`config.mk`:
```
export PLATFORM = sky130hd
export DESIGN_NAME = word_tx_serializer
export DESIGN_NICKNAME = d
export VERILOG_FILES = /design/src/rtl/word_tx_serializer.sv
export SDC_FILE = /design/constraint.sdc
export NUM_CORES = 1
export LEC_CHECK = 0
export BUFFER_PORTS_ARGS = -buffer_cell sky130_fd_sc_hd__buf_2
export CORE_MARGIN = 1
export CORE_UTILIZATION = 45
export DETAILED_ROUTE_END_ITERATION = 7
export PLACE_DENSITY = 0.67
export REMOVE_ABC_BUFFERS = 1
export SKIP_CTS_REPAIR_TIMING = 1
export SLEW_MARGIN = 10
export SYNTH_ARGS = -nofsm -noshare
export SYNTH_HDL_FRONTEND = slang
export SYNTH_SLANG_ARGS = --single-unit
```
`constraint.sdc`:
```
create_clock -name Clk -period 1.6 [get_ports Clk]
set_input_delay 0.16 -clock Clk [delete_from_list [all_inputs] [get_ports Clk]]
set_output_delay 0.16 -clock Clk [all_outputs]
set_load 0.01 [all_outputs]
```
`src/rtl/word_tx_serializer.sv`:
```
// word_tx_serializer: sends a 32-bit readback word MSB-first as four UART byte handshakes
module word_tx_serializer #(
  parameter int unsigned GAP_CYCLES     = 2,
  parameter int unsigned TIMEOUT_CYCLES = 65535
) (
  input  logic        Clk,
  input  logic        Reset,
  input  logic [31:0] data_in_32,
  input  logic        data_rdy,
  input  logic        tx_done,
  output logic [7:0]  tx_data_8,
  output logic        tx_start,
  output logic        busy,
  output logic        word_done,
  output logic        overrun,
  output logic        timeout_err
);
  typedef enum logic [2:0] {IDLE, LOAD, WAIT, GAP, FIN} state_t;
  localparam logic [7:0]  GAP_LAST   = 8'(GAP_CYCLES - 1);
  localparam logic [15:0] TMO_LAST   = 16'(TIMEOUT_CYCLES);
  localparam state_t      AFTER_DONE = (GAP_CYCLES == 0) ? LOAD : GAP;
  state_t      state, state_n;
  logic        rdy_q, rdy_edge, done_ok;
  logic [31:0] shift_reg, shift_n;
  logic [1:0]  byte_cnt, byte_cnt_n;
  logic [15:0] tmo_cnt, tmo_n;
  logic [7:0]  gap_cnt, gap_n, tx_data_n;
  logic        tx_start_n, busy_n, word_done_n, overrun_n, timeout_n;
  assign rdy_edge = data_rdy & ~rdy_q;
  assign done_ok  = tx_done & ~tx_start;
  always_comb begin
    state_n     = state;
    shift_n     = shift_reg;
    byte_cnt_n  = byte_cnt;
    tmo_n       = tmo_cnt;
    gap_n       = gap_cnt;
    tx_data_n   = tx_data_8;
    tx_start_n  = 1'b0;
    word_done_n = 1'b0;
    timeout_n   = 1'b0;
    overrun_n   = rdy_edge && (state != IDLE);
    case (state)
      IDLE: if (rdy_edge) begin
        shift_n    = data_in_32;
        byte_cnt_n = 2'd0;
        state_n    = LOAD;
      end
      LOAD: begin
        tx_data_n  = shift_reg[31:24];
        shift_n    = {shift_reg[23:0], 8'h00};
        tx_start_n = 1'b1;
        tmo_n      = 16'd0;
        state_n    = WAIT;
      end
      WAIT: if (done_ok) begin
        state_n    = (byte_cnt == 2'd3) ? FIN : AFTER_DONE;
        byte_cnt_n = (byte_cnt == 2'd3) ? byte_cnt : byte_cnt + 2'd1;
        gap_n      = 8'd0;
      end else if (tmo_cnt == TMO_LAST) begin
        timeout_n = 1'b1;
        state_n   = IDLE;
      end else begin
        tmo_n = tmo_cnt + 16'd1;
      end
      GAP: begin
        state_n = (gap_cnt == GAP_LAST) ? LOAD : GAP;
        gap_n   = (gap_cnt == GAP_LAST) ? gap_cnt : gap_cnt + 8'd1;
      end
      FIN: begin
        word_done_n = 1'b1;
        state_n     = IDLE;
      end
      default: state_n = IDLE;
    endcase
    busy_n = (state_n != IDLE) || (state == FIN);
  end
  always_ff @(posedge Clk or negedge Reset) begin
    if (!Reset) begin
      state       <= IDLE;
      rdy_q       <= 1'b0;
      shift_reg   <= 32'd0;
      byte_cnt    <= 2'd0;
      tmo_cnt     <= 16'd0;
      gap_cnt     <= 8'd0;
      tx_data_8   <= 8'h00;
      tx_start    <= 1'b0;
      busy        <= 1'b0;
      word_done   <= 1'b0;
      overrun     <= 1'b0;
      timeout_err <= 1'b0;
    end else begin
      state       <= state_n;
      rdy_q       <= data_rdy;
      shift_reg   <= shift_n;
      byte_cnt    <= byte_cnt_n;
      tmo_cnt     <= tmo_n;
      gap_cnt     <= gap_n;
      tx_data_8   <= tx_data_n;
      tx_start    <= tx_start_n;
      busy        <= busy_n;
      word_done   <= word_done_n;
      overrun     <= overrun_n;
      timeout_err <= timeout_n;
    end
  end
endmodule

```
# [Yosys cells after proc, flatten, opt, wreduce, memory -nomap -nowiden]
# Index checks and enable logic that the tools add are counted.
[totals] reg_bits=75 inputBits=36 out_inout_bits=13
[op_classes] addsub=3 eq_ne=13 muxes=23 n_bitwise=4 n_reduce_logical=13
[ops] op="$pmux W32 S2" count=1
[ops] op="$mux W16" count=2
[ops] op="$mux W32" count=1
[ops] op="$pmux W16 S2" count=1
[ops] op="$add A16 B1 Y16 const B" count=1
[ops] op="$eq A16 B16 Y1 const B" count=1
[ops] op="$mux W8" count=2
[ops] op="$pmux W8 S2" count=1
[ops] op="$mux W3" count=4
[ops] op="$ne A2 B2 Y1 const B" count=6
[ops] op="$pmux W3 S4" count=1
[ops] op="$add A8 B1 Y8 const B" count=1
[ops] op="$eq A8 B1 Y1 const B" count=1
[ops] op="$mux W2" count=4
[ops] op="$reduce_bool A2 Y1" count=4
[ops] op="$eq A3 B2 Y1 const B" count=2
[ops] op="$reduce_and A3 Y1" count=2
[ops] op="$reduce_bool A3 Y1" count=2
[ops] op="$mux W1" count=5
[ops] op="$pmux W2 S2" count=1
[ops] op="$reduce_and A4 Y1" count=1
[ops] op="$eq A3 B1 Y1 const B" count=1
[ops] op="$eq A3 B3 Y1 const B" count=1
[ops] op="$logic_not A3 Y1" count=1
[ops] op="7 further kinds" count=9

# [Logic depth before layout (Yosys ltp)]
[depth] word_depth=6 ltp_mapped=7 mapped_depth_nobuf=6

# [Worst setup path after synthesis]
# OpenSTA, ideal clock, no wires.
[synth_path] path_type="register to register" startpoint="register gap_cnt[0]" endpoint="register gap_cnt[4]" arrival_time_ns=1.680 t_required_ns=1.527 path_slack_ns=-0.153 stages_incl_launch_ff=7 n_path_buf=1 period_less_slack_ns=1.753 path_cell_list="dfrtp_1 > ha_1 > nor4b_1 > and4b_1 > buf_2 > or4_4 > a21oi_2"
[synth_via] elab_chain_len=3
[synth_lines] item="start: declaration" line="27" source="logic [7:0] gap_cnt, gap_n, tx_data_n;"
[synth_lines] item="start signal: assignment" line="97" source="gap_cnt <= gap_n;"
[synth_lines] item="$add A8 B1 Y8 or $eq A8 B1 Y1 (tied branches)" line="67" source="gap_n = (gap_cnt == GAP_LAST) ? gap_cnt : gap_cnt + 8'd1;"
[synth_lines] item="$mux W8 or $ne A2 B2 Y1 (tied branches)"
[synth_lines] item="$pmux W8 S2 or $reduce_and A3 Y1 (tied branches)"
# Several ways; a longest one is shown, not always the timed one. The select of a mux whose other input is x is not followed.
# A chain may end at the register's enable or synchronous reset.

# [Final worst setup path]
[layout_path] startpoint="register state[2]" endpoint="register byte_cnt[0]"
[layout_via] elab_chain_len=3
[layout_lines] item="start: declaration" line="22" source="state_t state, state_n;"
[layout_lines] item="start signal: assignment" line="92" source="state <= state_n;"
[layout_lines] item="$eq A3 B2 Y1 or $logic_not A3 Y1 (tied branches)" line="42" source="case (state)"
[layout_lines] item="$ne A2 B2 Y1 (no line) or $reduce_bool A2 Y1 (tied branches)"
[layout_lines] item="$reduce_and A4 Y1 (no line)"
[layout_lines] item="end signal: assignment" line="95" source="byte_cnt <= byte_cnt_n;"
[layout_lines] item="end: declaration" line="25" source="logic [1:0] byte_cnt, byte_cnt_n;"
# Several ways; a longest one is shown, not always the timed one.

==> flow_results.xml <==
<?xml version="1.0" encoding="UTF-8"?>
<metrics>
  <group name="yosys">
    <metric name="seq_area_frac_synth" unit="%">52.8</metric>
    <metric name="synthArstFlopShare" unit="%">100</metric>
    <metric name="synth.yosys.warnings" unit="">0</metric>
    <metric name="syn_area_per_cell" unit="um^2">9.76</metric>
    <metric name="synth_ff_type" unit="">sky130_fd_sc_hd__dfrtp_1</metric>
    <metric name="synth-seq-cells" unit="">75</metric>
    <metric name="synth.cell_area" unit="um^2">3550</metric>
    <metric name="yosys.cell_types.count" unit="">57</metric>
    <metric name="synth_enable_flop_cells" unit="">0</metric>
    <metric name="post_synth_inst_count" unit="">364</metric>
  </group>
  <group name="drt">
    <metric name="postRouteWirelength" unit="um">10000</metric>
    <metric name="via_density_per_instance" unit="">5.51</metric>
    <metric name="dr.first_iter.drc_count" unit="">210</metric>
    <metric name="firstDrtPassIters" unit="">4</metric>
    <metric name="detail_route.wl_per_cell" unit="um">16.6</metric>
    <metric name="detail-route-antenna-nets" unit="">0</metric>
    <metric name="remaining_drc_errors" unit="">0</metric>
    <metric name="dr_total_vias" unit="">3331</metric>
  </group>
  <group name="layout">
    <metric name="largest_reg_flops" unit="">32</metric>
    <metric name="drive_above_1_share" unit="%">45.8</metric>
    <metric name="area_growth" unit="%">50.1</metric>
    <metric name="final.fill_count" unit="">576</metric>
    <metric name="final_nets" unit="">537</metric>
    <metric name="n_antenna_cell" unit="">0</metric>
    <metric name="stdcell_area" unit="um^2">5330</metric>
  </group>
  <group name="timing">
    <metric name="timing.fmax" unit="MHz">573</metric>
    <metric name="fin_setup_tns" unit="ps">-2600</metric>
    <metric name="unrepaired_setup_endpoints_after_global_routing" unit="">true</metric>
    <metric name="period_needed" unit="ps">1740</metric>
    <metric name="finalClockSkew" unit="ps">10.6</metric>
    <metric name="slew_viol_final" unit="">0</metric>
    <metric name="endpoints_failing_setup" unit="">42</metric>
    <metric name="maxSlewHeadroom" unit="%">78.0</metric>
    <metric name="timing.final.crit_share" unit="%">109</metric>
    <metric name="worst_pin_slew" unit="ps">328</metric>
    <metric name="fin_hold_ws" unit="ps">-20.0</metric>
    <metric name="timing_hold_violations_final" unit="">2</metric>
    <metric name="post-route-worst-setup-slack" unit="ps">-144</metric>
  </group>
  <group name="worst_hold_path">
    <metric name="min_path_cells" unit="">3</metric>
    <metric name="timing.hold.worst.class" unit="">primary input to flop</metric>
  </group>
  <group name="job">
    <metric name="max-cap-violations" unit="">0</metric>
  </group>
  <group name="clock_network">
    <metric name="cts_bufs_inserted" unit="">9</metric>
    <metric name="clk_pin_slew" unit="ps">90</metric>
    <metric name="clock_tree_from_tritoncts" unit="">done</metric>
    <metric name="cts_root_buf" unit="">sky130_fd_sc_hd__clkbuf_8</metric>
    <metric name="number_of_clock_sinks" unit="">75</metric>
    <metric name="clock_path_buffers" unit="">2</metric>
    <metric name="clk_lat_worst_skew" unit="ps">370</metric>
    <metric name="clock_tree.htree_level_count" unit="">3</metric>
  </group>
  <group name="floorplan">
    <metric name="die_area" unit="um^2">8250</metric>
    <metric name="core-area" unit="um^2">7690</metric>
    <metric name="io_pins" unit="">49</metric>
    <metric name="initial_utilization" unit="%">46.2</metric>
    <metric name="die_h" unit="um">90.8</metric>
    <metric name="num_rows" unit="">32</metric>
    <metric name="die_w" unit="um">90.8</metric>
  </group>
  <group name="critical_path">
    <metric name="ff2ff_path_depth" unit="">4</metric>
    <metric name="cpMaxStageDelayCell" unit="">sky130_fd_sc_hd__dfrtp_2</metric>
    <metric name="critical_path_cell_by_cell" unit="">or3_4, or2_4, o21ai_4, mux2_4</metric>
    <metric name="critical_path_required" unit="ps">1850</metric>
    <metric name="crit_path_start_kind" unit="">flop</metric>
    <metric name="critPathKind" unit="">flop to flop</metric>
    <metric name="crit_cells" unit="">4</metric>
    <metric name="crit_buf_inv" unit="">0</metric>
    <metric name="max_stage_delay" unit="ps">460</metric>
    <metric name="critPathArrivalTime" unit="ps">1990</metric>
    <metric name="cp_max_fo" unit="">6</metric>
    <metric name="critical-path-top-delay-family" unit="">simple AND/OR/NAND/NOR gates</metric>
    <metric name="cp-end-kind" unit="">flop</metric>
  </group>
  <group name="grt">
    <metric name="grt_max_degree" unit="">46</metric>
    <metric name="global_route.usage.total" unit="%">21.5</metric>
    <metric name="number_of_global_route_vias_before_repair" unit="">3037</metric>
    <metric name="antenna_found_initial" unit="">0</metric>
    <metric name="grt.overflow.total" unit="">0</metric>
    <metric name="global_route_wire_length_before_repair" unit="um">14200</metric>
  </group>
  <group name="pwr">
    <metric name="powerDensity" unit="nW/um^2">1540</metric>
    <metric name="worst_ir_drop_vdd" unit="mV">1.10</metric>
    <metric name="p_leak" unit="nW">2.41</metric>
    <metric name="design_power_total" unit="W">0.00823</metric>
  </group>
  <group name="status">
    <metric name="outcome" unit="">complete, but fails checks</metric>
    <metric name="failing_checks" unit="">negative hold slack, negative setup slack</metric>
  </group>
  <group name="placement">
    <metric name="port_buffers" unit="">48</metric>
    <metric name="placement.cell_area" unit="um^2">4360</metric>
    <metric name="detailed_placement_hpwl" unit="um">5710</metric>
    <metric name="gp_congestion" unit="">0.854</metric>
  </group>
</metrics>
## cells in the mapped netlist (all sizes together) (2+ instances only)
library cell	n	area share (%)
dfrtp	75	53
nor2	58	6.1
nand2	52	5.6
o22ai	24	4.2
nand3	20	3.2
buf	16	2.5
a21oi	12	1.9
nor3	9	1.4
o21ai	7	1.3
o31ai	7	1.5
or4	7	1.7
inv	6	0.63
mux2i	6	1.7
nand4	6	1.5
nand2b	5	0.88
nor4	5	1.3
and4	4	1.1
ha	4	1.4
and3	3	0.53
o21a	3	0.63
or3	3	0.53
and2	2	0.35
and2b	2	0.46
and4b	2	0.56
nor3b	2	0.74
o2111ai	2	0.49
o211ai	2	0.42
o311ai	2	0.49
o41ai	2	0.49
or3b	2	0.49
xor2	2	0.49
## metrics by stage
| step | setup WS (ps) | hold slack, ps | utilization, % | std cells |
|---|---|---|---|---|
| 2_1_floorplan | -884 | -136 | - | 347 |
| 3_3_place_gp | -81.7 | 32.1 | 56.7 | 563 |
| 3_5_place_dp | -159 | 34.5 | 56.7 | 563 |
| 4_1_cts | -182 | -359 | 59.4 | 579 |
| 5_1_grt | -175 | 4.93 | 69.4 | 604 |
| 6_report | -144 | -20.0 | 69.4 | 604 |
## where the power goes
part           internal [W]  total [W]  switching, W  leakage, nW
Sequential          0.00252    0.00298      0.000457        0.938
Combinational       0.00180    0.00367       0.00187         1.37
Clock              0.000751    0.00159      0.000834        0.103
Total               0.00507    0.00823       0.00316         2.41
## metal layers
| metal | vias to the layer above | track usage, % | share of wire [%] |
|---|---|---|---|
| li1 | 1573 | - | - |
| met1 | 1627 | 29.0 | 42 |
| met2 | 106 | 34.0 | 51 |
| met3 | 25 | 4.63 | 4.8 |
| met4 | 0 | 7.67 | 2.4 |
| met5 | - | 0 | 0 |
## cell usage in the layout (no fill, tap or decap), types with 3 or more instances in the layout
cell,instances
sky130_fd_sc_hd__dfrtp_1,72
sky130_fd_sc_hd__buf_4,64
sky130_fd_sc_hd__nor2_1,56
sky130_fd_sc_hd__nand2_1,50
sky130_fd_sc_hd__buf_2,47
sky130_fd_sc_hd__o22ai_2,21
sky130_fd_sc_hd__buf_6,11
sky130_fd_sc_hd__nand3_2,10
sky130_fd_sc_hd__clkbuf_8,9
sky130_fd_sc_hd__nand3_1,8
sky130_fd_sc_hd__dlygate4sd3_1,8
sky130_fd_sc_hd__o31ai_1,7
sky130_fd_sc_hd__inv_1,6
sky130_fd_sc_hd__a21oi_1,6
sky130_fd_sc_hd__mux2i_1,6
sky130_fd_sc_hd__a21oi_2,6
sky130_fd_sc_hd__nand4_1,5
sky130_fd_sc_hd__nand2b_1,5
sky130_fd_sc_hd__or4_1,4
sky130_fd_sc_hd__nor3_1,4
sky130_fd_sc_hd__buf_12,4
sky130_fd_sc_hd__o21ai_4,3
sky130_fd_sc_hd__and4_1,3
sky130_fd_sc_hd__o22ai_4,3
sky130_fd_sc_hd__o21a_1,3
sky130_fd_sc_hd__or4_4,3
sky130_fd_sc_hd__nor3_2,3
sky130_fd_sc_hd__inv_6,3
sky130_fd_sc_hd__clkbuf_16,3
sky130_fd_sc_hd__dfrtp_2,3
## worst paths after layout
| check | end | slack [ps] | startpoint |
|---|---|---|---|
| worst max-delay path | byte_cnt[0]$_DFFE_PN0P_ | -140 | state[2]$_DFF_PN0_ |
| max in group asynchronous | tmo_cnt[3]$_DFFE_PN0P_ | 920 | Reset |
| worst max register to register | byte_cnt[0]$_DFFE_PN0P_ | -140 | state[2]$_DFF_PN0_ |
| worst min-delay path | shift_reg[4]$_DFFE_PN0P_ | -20 | data_in_32[4] |
| worst min register to register | tx_data_8[4]$_DFFE_PN0P_ | 470 | tx_data_8[4]$_DFFE_PN0P_ |
| min in group asynchronous | shift_reg[29]$_DFFE_PN0P_ | 180 | Reset |
## cell type report
class                           instances  area [um^2]  share of cell area (%)
Clock inverter                          7         83.8                    1.57
Inverter                                7         30.0                   0.563
Clock buffer                            9          124                    2.32
Tap cell                              102          128                    2.39
Sequential cell                        75         1880                    35.3
Timing Repair Buffer                  138         1090                    20.4
Multi-Input combinational cell        266         2000                    37.4
## cells by family (layout without fill, tap and decap cells)
kind of cell	count (synthesis)	in the layout	share of synthesized area [%]
AO/OA/AOI/OAI	65	65	12.4
XOR/XNOR	2	2	0.493
adder cells (fa/ha/maj)	4	4	1.41
buffers and inverters	24	161	3.38
flip-flops	75	75	52.8
multiplexers	7	7	2.01
AND/OR/NAND/NOR	187	188	27.5
## tightest hold or removal path: stages
cell and delay (ps):
sky130_fd_sc_hd__buf_2 70, sky130_fd_sc_hd__nand2_1 40, sky130_fd_sc_hd__nand2_1 50
No activity file was read; power rests on OpenSTA's default activity.
